## config.mk

```make
export PLATFORM = sky130hd
export DESIGN_NAME = csr_file
export DESIGN_NICKNAME = d
export VERILOG_FILES = /design/src/rtl/csr_pkg.sv /design/src/rtl/csr_irq_arbiter.sv /design/src/rtl/csr_file.sv
export SDC_FILE = /design/constraint.sdc
export NUM_CORES = 1
export LEC_CHECK = 0
export ABC_AREA = 1
export BUFFER_PORTS_ARGS = -buffer_cell sky130_fd_sc_hd__buf_2
export CORE_MARGIN = 2
export CORE_UTILIZATION = 56
export DETAILED_ROUTE_END_ITERATION = 6
export GPL_TIMING_DRIVEN = 0
export HOLD_SLACK_MARGIN = 0.02
export PLACE_DENSITY = 0.82
export SKIP_CTS_REPAIR_TIMING = 1
export SYNTH_ARGS = -nofsm -noshare
export SYNTH_HDL_FRONTEND = slang
export SYNTH_SLANG_ARGS = --single-unit
export TNS_END_PERCENT = 50
```

## constraint.sdc

```tcl
create_clock -name clk -period 3.4 [get_ports clk]
set_input_delay 0.17 -clock clk [delete_from_list [all_inputs] [get_ports clk]]
set_output_delay 0.17 -clock clk [all_outputs]
set_load 0.01 [all_outputs]
```

## src/rtl/csr_pkg.sv

```systemverilog
// csr_pkg: shared constants and types for the machine-mode CSR file.
//   - CSR addresses, interrupt cause codes, funct3 op encoding,
//     and bit positions inside mstatus/mie/mip.
package csr_pkg;

    localparam logic [11:0] CSR_MSTATUS  = 12'h300;
    localparam logic [11:0] CSR_MIE      = 12'h304;
    localparam logic [11:0] CSR_MTVEC    = 12'h305;
    localparam logic [11:0] CSR_MEPC     = 12'h341;
    localparam logic [11:0] CSR_MCAUSE   = 12'h342;
    localparam logic [11:0] CSR_MIP      = 12'h344;
    localparam logic [11:0] CSR_MCYCLE   = 12'hB00;
    localparam logic [11:0] CSR_MCYCLEH  = 12'hB80;
    // funct12 of MRET (shares the SYSTEM opcode with the CSR ops)
    localparam logic [11:0] FUNCT12_MRET = 12'h302;

    localparam int          CAUSE_W   = 4;
    localparam logic [3:0]  CAUSE_MTI = 4'd7;
    localparam logic [3:0]  CAUSE_MEI = 4'd11;

    localparam int MSTATUS_MIE  = 3;
    localparam int MSTATUS_MPIE = 7;
    localparam int MIE_MTIE     = 7;  // same position as mip.MTIP
    localparam int MIE_MEIE     = 11; // same position as mip.MEIP

    typedef enum logic [2:0] {
        OP_NONE = 3'b000,
        OP_RW   = 3'b001,
        OP_RS   = 3'b010,
        OP_RC   = 3'b011,
        OP_RWI  = 3'b101,
        OP_RSI  = 3'b110,
        OP_RCI  = 3'b111
    } csr_op_e;

endpackage

```

## src/rtl/csr_irq_arbiter.sv

```systemverilog
// csr_irq_arbiter: combinational interrupt pending / priority / cause.
//   i_gie    : mstatus.MIE
//   i_valid  : MW stage holds a real instruction
//   i_mie    : interrupt enable register
//   i_mip    : interrupt pending register
//   o_irq    : take an interrupt this cycle
//   o_cause  : cause code (external beats timer)
module csr_irq_arbiter
    import csr_pkg::*;
#(
    parameter int DW = 32
) (
    input  logic               i_gie,
    input  logic               i_valid,
    input  logic [DW-1:0]      i_mie,
    input  logic [DW-1:0]      i_mip,
    output logic               o_irq,
    output logic [CAUSE_W-1:0] o_cause
);

    logic [DW-1:0] w_en;

    assign w_en    = i_mie & i_mip;
    assign o_irq   = i_gie & i_valid & (|w_en);
    assign o_cause = w_en[MIE_MEIE] ? CAUSE_MEI : CAUSE_MTI;

endmodule

```

## src/rtl/csr_file.sv

```systemverilog
// csr_file: machine-mode CSR register file and trap unit.
//   Acts on the MW-stage instruction: CSR read/modify/write, timer and
//   external interrupt entry, and MRET. Drives a redirect (epc/epc_taken)
//   back to fetch.
// Ports:
//   clk, rst           : clock, asynchronous active-high reset
//   inst, valid        : MW-stage instruction and its valid flag
//   csr_we/csr_re/is_mret : decoder controls
//   wdata, pc          : rs1 value and PC of the MW instruction
//   timer_irq, ext_irq : level interrupt inputs (sampled into mip)
//   rdata              : old CSR value for rd
//   epc, epc_taken     : redirect target and flush strobe
// Optional: define CSR_MCYCLE_EN to add the 64-bit mcycle counter
//   (0xB00 low, 0xB80 high); undefined, both addresses read 0.
module csr_file
    import csr_pkg::*;
#(
    parameter int          DW        = 32,
    parameter logic [31:0] MTVEC_RST = 32'h0000_0000
) (
    input  logic          clk,
    input  logic          rst,
    input  logic [DW-1:0] inst,
    input  logic          valid,
    input  logic          csr_we,
    input  logic          csr_re,
    input  logic          is_mret,
    input  logic [DW-1:0] wdata,
    input  logic [DW-1:0] pc,
    input  logic          timer_irq,
    input  logic          ext_irq,
    output logic [DW-1:0] rdata,
    output logic [DW-1:0] epc,
    output logic          epc_taken
);

    logic          r_mstatus_mie, r_mstatus_mpie;
    logic          r_mie_mtie, r_mie_meie;
    logic          r_mip_mtip, r_mip_meip;
    logic [DW-1:0] r_mtvec, r_mepc, r_mcause;

    logic [11:0]        w_addr;
    csr_op_e            w_op;
    logic [4:0]         w_zimm;
    logic [DW-1:0]      w_src, w_old, w_new;
    logic [DW-1:0]      w_mstatus, w_mie, w_mip;
    logic               w_irq, w_mret, w_wen, w_src0_skip;
    logic [CAUSE_W-1:0] w_cause;
    logic [DW-1:0]      w_base;
    logic               w_unused;

    assign w_addr   = inst[31:20];
    assign w_op     = csr_op_e'(inst[14:12]);
    assign w_zimm   = inst[19:15];
    assign w_unused = ^inst[11:0];

    // Immediate forms (funct3[2]) use the zero-extended rs1 field.
    assign w_src = inst[14] ? {{(DW-5){1'b0}}, w_zimm} : wdata;

    always_comb begin
        w_mstatus = '0;
        w_mstatus[MSTATUS_MIE]  = r_mstatus_mie;
        w_mstatus[MSTATUS_MPIE] = r_mstatus_mpie;
        w_mie = '0;
        w_mie[MIE_MTIE] = r_mie_mtie;
        w_mie[MIE_MEIE] = r_mie_meie;
        w_mip = '0;
        w_mip[MIE_MTIE] = r_mip_mtip;
        w_mip[MIE_MEIE] = r_mip_meip;
    end

    csr_irq_arbiter #(.DW(DW)) u_arb (
        .i_gie   (r_mstatus_mie),
        .i_valid (valid),
        .i_mie   (w_mie),
        .i_mip   (w_mip),
        .o_irq   (w_irq),
        .o_cause (w_cause)
    );

`ifdef CSR_MCYCLE_EN
    logic [63:0] r_mcycle;
`endif

    always_comb begin
        w_old = '0;
        case (w_addr)
            CSR_MSTATUS: w_old = w_mstatus;
            CSR_MIE:     w_old = w_mie;
            CSR_MTVEC:   w_old = r_mtvec;
            CSR_MEPC:    w_old = r_mepc;
            CSR_MCAUSE:  w_old = r_mcause;
            CSR_MIP:     w_old = w_mip;
`ifdef CSR_MCYCLE_EN
            CSR_MCYCLE:  w_old = DW'(r_mcycle[31:0]);
            CSR_MCYCLEH: w_old = DW'(r_mcycle[63:32]);
`endif
            default:     w_old = '0;
        endcase
    end

    always_comb begin
        w_new = w_old;
        case (w_op)
            OP_RW, OP_RWI: w_new = w_src;
            OP_RS, OP_RSI: w_new = w_old | w_src;
            OP_RC, OP_RCI: w_new = w_old & ~w_src;
            default:       w_new = w_old;
        endcase
    end

    // Set/clear with a zero source is a pure read.
    assign w_src0_skip = inst[13] & (w_zimm == 5'd0);
    // An interrupt squashes the MW instruction entirely.
    assign w_wen  = valid & csr_we & (inst[13:12] != 2'b00) & ~w_src0_skip & ~w_irq;
    assign w_mret = valid & is_mret & (w_addr == FUNCT12_MRET) & (inst[14:12] == 3'b000) & ~w_irq;

    assign rdata = (valid & csr_re & (inst[14:12] != 3'b000) & ~w_irq) ? w_old : '0;

    assign w_base    = {r_mtvec[DW-1:2], 2'b00};
    assign epc_taken = w_irq | w_mret;

    always_comb begin
        epc = '0;
        if (w_irq)
            epc = (r_mtvec[1:0] == 2'b01) ? w_base + DW'({w_cause, 2'b00}) : w_base;
        else if (w_mret)
            epc = r_mepc;
    end

    always_ff @(posedge clk or posedge rst) begin
        if (rst) begin
            r_mstatus_mie  <= 1'b0;
            r_mstatus_mpie <= 1'b0;
            r_mie_mtie     <= 1'b0;
            r_mie_meie     <= 1'b0;
            r_mip_mtip     <= 1'b0;
            r_mip_meip     <= 1'b0;
            r_mtvec        <= DW'(MTVEC_RST);
            r_mepc         <= '0;
            r_mcause       <= '0;
        end else begin
            r_mip_mtip <= timer_irq;
            r_mip_meip <= ext_irq;
            if (w_irq) begin
                r_mepc         <= {pc[DW-1:2], 2'b00};
                r_mcause       <= {1'b1, {(DW-1-CAUSE_W){1'b0}}, w_cause};
                r_mstatus_mpie <= r_mstatus_mie;
                r_mstatus_mie  <= 1'b0;
            end else if (w_mret) begin
                r_mstatus_mie  <= r_mstatus_mpie;
                r_mstatus_mpie <= 1'b1;
            end else if (w_wen) begin
                case (w_addr)
                    CSR_MSTATUS: begin
                        r_mstatus_mie  <= w_new[MSTATUS_MIE];
                        r_mstatus_mpie <= w_new[MSTATUS_MPIE];
                    end
                    CSR_MIE: begin
                        r_mie_mtie <= w_new[MIE_MTIE];
                        r_mie_meie <= w_new[MIE_MEIE];
                    end
                    // Only direct (0) and vectored (1) modes are kept.
                    CSR_MTVEC:  r_mtvec  <= {w_new[DW-1:2], (w_new[1:0] == 2'b01) ? 2'b01 : 2'b00};
                    CSR_MEPC:   r_mepc   <= {w_new[DW-1:2], 2'b00};
                    CSR_MCAUSE: r_mcause <= w_new;
                    default: ;
                endcase
            end
        end
    end

`ifdef CSR_MCYCLE_EN
    // A written half takes the new value; the counter does not advance
    // that cycle.
    always_ff @(posedge clk or posedge rst) begin
        if (rst)
            r_mcycle <= '0;
        else if (w_wen && w_addr == CSR_MCYCLE)
            r_mcycle[31:0] <= w_new[31:0];
        else if (w_wen && w_addr == CSR_MCYCLEH)
            r_mcycle[63:32] <= w_new[31:0];
        else
            r_mcycle <= r_mcycle + 64'd1;
    end
`endif

endmodule

```

### Yosys cells after proc, flatten, opt, wreduce, memory -nomap -nowiden

Cells that the tools add are included.

* register bits: 102
* output and inout bits: 65
* input port bits: 104

* mux-type cells: 25
* bitwise logic cells: 22
* add/subtract/negate cells: 1
* reduce and logical (&&, ||, !) cells: 18
* eq/ne operators: 16

Operators by type and width (number)
* 2-to-1 mux 32 bit: 13
* case mux 32 bit (6 select lines): 1
* case mux 32 bit (3 select lines): 1
* equality test 12 x 10 -> 1 bit, second input constant: 7
* adder 32 x 6 -> 32 bit: 1
* bitwise AND 32 bit: 1
* inverter 32 bit: 1
* bitwise OR 32 bit: 1
* OR reduction 32 bit: 1
* bitwise AND 1 bit: 14
* bitwise AND 12 bit: 1
* equality test 3 bit, second input constant: 3
* 2-to-1 mux 1 bit: 9
* nonzero test 3 bit: 3
* AND reduction 4 bit: 2
* nonzero test 2 bit: 4
* equality test 3 x 2 -> 1 bit, second input constant: 2
* AND reduction 3 bit: 2
* OR reduction 2 bit: 3
* logical NOT 5 bit: 1
* equality test 2 x 1 -> 1 bit, second input constant: 2
* 2-to-1 mux 4 bit: 1
* equality test 3 x 1 -> 1 bit, second input constant: 1
* logical NOT 3 bit: 1
* other kinds (4): 6

### Depth between registers and ports, before layout

* word-level depth: 8
* depth in mapped cells: 16
* depth with buffers taken out: 16

### By module

A second synthesis with hierarchy kept.

* cell total of the unflattened synthesis: 1231
* area, all modules: 7931.4 um^2

Modules (own cells, without submodules)
* csr_file: times used 1, sequential area each 2477.4 um^2, cells each 1163, area an instance 7659.8 um^2
* csr_irq_arbiter: times used 1, sequential area each 0.0 um^2, cells each 68, area an instance 271.5 um^2

### Least setup slack after synthesis

OpenSTA, ideal clock, no wires.

* path kind: flip-flop to output port
* from: register r_mie_meie
* to: output port epc[28]
* arrival: 2.024 ns
* path buffers: 0
* stages on the path, launching flop included: 12
* setup slack: 1.206 ns
* cells stage by stage: dfrtp_1 > nand2_1 > inv_1 > ha_1 > nand2_1 > o21ai_1 > nand3_1 > nor2_1 > nand2_1 > nor2_1 > nor2_1 > o21ai_0

* cells in the longest elaborated chain, start to end: 7
* elaborated cells on any way between the ends: 10
* those cells by class: add/sub: 1; mux: 4; bitwise: 4; reduce/logical: 1

RTL lines
* start: declaration: RTL line csr_file.sv:38 `logic r_mie_mtie, r_mie_meie;`
* start signal: assignment: RTL line csr_file.sv:161 `r_mie_meie <= w_new[MIE_MEIE];`
* bitwise AND 12 bit *: RTL line csr_irq_arbiter.sv:23 `assign w_en = i_mie & i_mip;`
* parallel branches: the longest is 5 deep, another holds adder 32 x 6 -> 32 bit
* 2-to-1 mux 32 bit *: RTL line csr_file.sv:125 `if (w_irq)`
* end: declaration: RTL line csr_file.sv:33 `output logic [DW-1:0] epc,`

Mark *: on every way between the ends.

### Final worst setup path

* from: register r_mip_meip
* to: output port epc[28]

* cells in the longest elaborated chain, start to end: 7
* elaborated cells on any way between the ends: 10
* those cells by class: add/sub: 1; mux: 4; bitwise: 4; reduce/logical: 1

RTL lines
* start: declaration: RTL line csr_file.sv:39 `logic r_mip_mtip, r_mip_meip;`
* start signal: assignment: RTL line csr_file.sv:144 `r_mip_meip <= ext_irq;`
* bitwise AND 12 bit *: RTL line csr_irq_arbiter.sv:23
* parallel branches: the longest is 5 deep, another holds adder 32 x 6 -> 32 bit
* 2-to-1 mux 32 bit *: RTL line csr_file.sv:125

Marks and branches as above.

==> results.json <==
{
  "status": "finished, final reports clean",
  "postSynthCellCount": 1266,
  "gp_congestion": 1.00,
  "largest_reg_flops": 32,
  "vias": 9306,
  "r2r_end": "r_mtvec[5]$_DFFE_PP0P_",
  "whs_endpoint": "r_mepc[31]$_DFFE_PP0P_",
  "dp_cells": 1596,
  "hold_ws_ns": 0.111,
  "critPathRequiredTime_ns": 3.23,
  "top_regs": "r_mcause (32), r_mtvec (31), r_mepc (30)",
  "finalWirelength_um": 28600,
  "gr-usage-met3_pct": 8.17,
  "synth_top_area_cell": "dfrtp_1",
  "drive_gt1_share_pct": 14.7,
  "dr.pass1.iters": 5,
  "rrSetupSlack_ns": 1.06,
  "yosysMostFrequentCell": "nand2_1",
  "startpoint_type": "flop",
  "finalCritPeriodShare_pct": 94.7,
  "top_register": "r_mcause",
  "path_max_fanout": 7,
  "final_cell_count_no_fill": 1615,
  "groute.layer.met1.usage_pct": 54.6,
  "drt-wirelength-per-cell_um": 17.7,
  "ir_drop_v": 0.000313,
  "placed_cell_area_um2": 8500,
  "final.min_clock_period_ns": 3.22,
  "synth.distinct_cells": 33,
  "critPathArrivalTime_ns": 3.05,
  "async_flop_share_pct": 100,
  "r2r_start": "r_mip_meip$_DFF_PP0_",
  "rsz0062_at_grt": "false",
  "floorplan.initialDensity_pct": 57.0,
  "ff2ff_path_depth": 10,
  "fp.dieW_um": 120,
  "max_cap_viol_count": 0,
  "ys_seq_area_share_pct": 33.1,
  "final_util_pct": 67.2,
  "antenna_found_initial": 0,
  "ant_nets": 0,
  "overflow": 0,
  "io_buffers": 152,
  "syn_area_um2": 7490,
  "fmax_ghz": 0.310,
  "fin_tns_setup_ns": 0,
  "num_rows": 42,
  "synthFlopType": "dfrtp_1",
  "fillers": 1318,
  "critPathKind": "reg2out",
  "worstHoldPathType": "in2reg",
  "cts.path.max_buffers": 2,
  "gr-max-usage-layer": "met2",
  "gr-usage-all-layers_pct": 40.8,
  "cts.sinks": 99,
  "ys_ff_latch": 99,
  "grt_max_degree": 70,
  "yosys-top-cells-count": "475 x nand2_1, 165 x inv_1, 127 x nand3_1, 104 x nor2_1, 99 x dfrtp_1",
  "die-area_um2": 14300,
  "area_growth_pct": 17.8,
  "io_pins": 169,
  "worstHoldStart": "pc[31]",
  "viasPerCell": 5.76,
  "antennaDiodeCount": 0,
  "setup_violations": 0,
  "final_nets": 1541,
  "holdPathStages": 3,
  "end_kind": "primary output",
  "yosysWarnings": 0,
  "first_global_vias": 8793,
  "core_area_um2": 13100,
  "avgSynthCellArea_um2": 5.91,
  "chipHeight_um": 120,
  "use_met2_pct": 65.2,
  "yosys.area.top_type_share_pct": 33.1,
  "cts_buffers": 9,
  "fin_skew_ns": 0.0104,
  "design_area_um2": 8820,
  "cts.clk_slew.worst_paths_ns": 0.07,
  "cts-root-buf": "clkbuf_16",
  "htree_levels": 3,
  "dp_hpwl_um": 20900,
  "finalHoldViolCount": 0,
  "drv_slew": 0,
  "cts_tree": "yes",
  "relSlewSlack_pct": 45.8,
  "drt_iter0_drc": 1136,
  "tightest_slew_ns": 0.813,
  "synth.area.top_cells": "dfrtp_1 33%, nand2_1 24%, nand3_1 8.5%, inv_1 8.3%, o21ai_0 6.3%",
  "drc": 0,
  "synth_edf_count": 0,
  "clock_latency_ns": 0.36,
  "p_leak_nw": 5.20,
  "powerDensity_nw_per_um2": 290,
  "grt_pass1_wl_um": 45300
}
[worst max-delay path: stages (launching register included)]
cell	delay, ns
dfrtp_1	0.40
nand2_1	0.17
inv_1	0.11
ha_1	0.37
nand2_1	0.09
o21ai_2	0.31
nand3_1	0.19
nor2_1	0.21
nand2_1	0.19
nor2_1	0.19
nor2_1	0.05
o21ai_0	0.24
buf_2	0.18
[worst max path at each step]
stage / startpoint / end / slack (ns) / cells after the start
after CTS: r_mip_meip$_DFF_PP0_ / epc[28] / 0.10 / 12
after floorplan: rst / r_mcause[0]$_DFFE_PP0P_ / 0.64 / 1
final: r_mip_meip$_DFF_PP0_ / epc[28] / 0.18 / 12
after detailed placement: r_mip_meip$_DFF_PP0_ / epc[28] / 0.49 / 12
after global routing: r_mie_meie$_DFFE_PP0P_ / epc[28] / 0.03 / 12
after global placement: rst / r_mcause[26]$_DFFE_PP0P_ / -0.67 / 2
[cell type report]
| cell class | count | area (um2) | area share [%] |
|---|---|---|---|
| Sequential cell | 99 | 2480 | 28.1 |
| Buffer | 56 | 263 | 2.98 |
| Clock inverter | 4 | 51.3 | 0.581 |
| Multi-Input combinational cell | 938 | 4100 | 46.5 |
| Clock buffer | 12 | 236 | 2.68 |
| Inverter | 174 | 656 | 7.43 |
| Tap cell | 176 | 220 | 2.50 |
| Timing Repair Buffer | 156 | 818 | 9.27 |
[stage by stage]
stage / setup WS (ns) / total power, W
after floorplan: 0.640 / 0.00140
after global placement: -0.669 / 0.00152
after detailed placement: 0.494 / 0.00153
after CTS: 0.101 / 0.00255
after global routing: 0.0261 / 0.00264
final: 0.179 / 0.00256
[power breakdown]
part           internal (W)  switching, W
sequential          0.00121     0.0000210
clock              0.000572      0.000467
combinational     0.0000980      0.000194
[placed cells by master (no fill, tap or decap), types with 2 or more instances in the layout]
cell | netlist | final
clkbuf_1 | 22 | 25
o21ai_1 | 5 | 5
nand2_2 | 3 | 3
clkinv_1 | 2 | 2
o22ai_1 | 7 | 7
dlygate4sd3_1 | 0 | 3
nor2_4 | 5 | 5
nor3_1 | 18 | 18
inv_1 | 165 | 164
a21oi_1 | 67 | 67
a31oi_1 | 2 | 2
a22oi_1 | 3 | 3
clkbuf_16 | 0 | 9
o21ai_0 | 94 | 93
conb_1 | 1 | 2
dfrtp_1 | 99 | 99
nand4_1 | 11 | 11
nor2_1 | 104 | 104
nand2_1 | 475 | 475
o211ai_1 | 3 | 3
buf_1 | 8 | 8
o21ai_2 | 1 | 2
inv_2 | 7 | 7
buf_4 | 8 | 8
ha_1 | 3 | 3
nand3_1 | 127 | 127
buf_2 | 17 | 169
xor2_1 | 2 | 2
[cells by family after synthesis]
family / share of synthesized area, %
other cells: 0.0501
simple gates: 40.8
buf+inv: 12.2
fa+ha+maj: 0.501
compound gates: 13.1
xor+xnor: 0.234
flops: 33.1
[per-layer routing]
metal	part of all wire [%]	up-vias
li1	-	4315
met3	11	83
met4	3.9	0
met5	0	-
met2	45	600
met1	40	4308
Power figures use the tool's default switching activity.
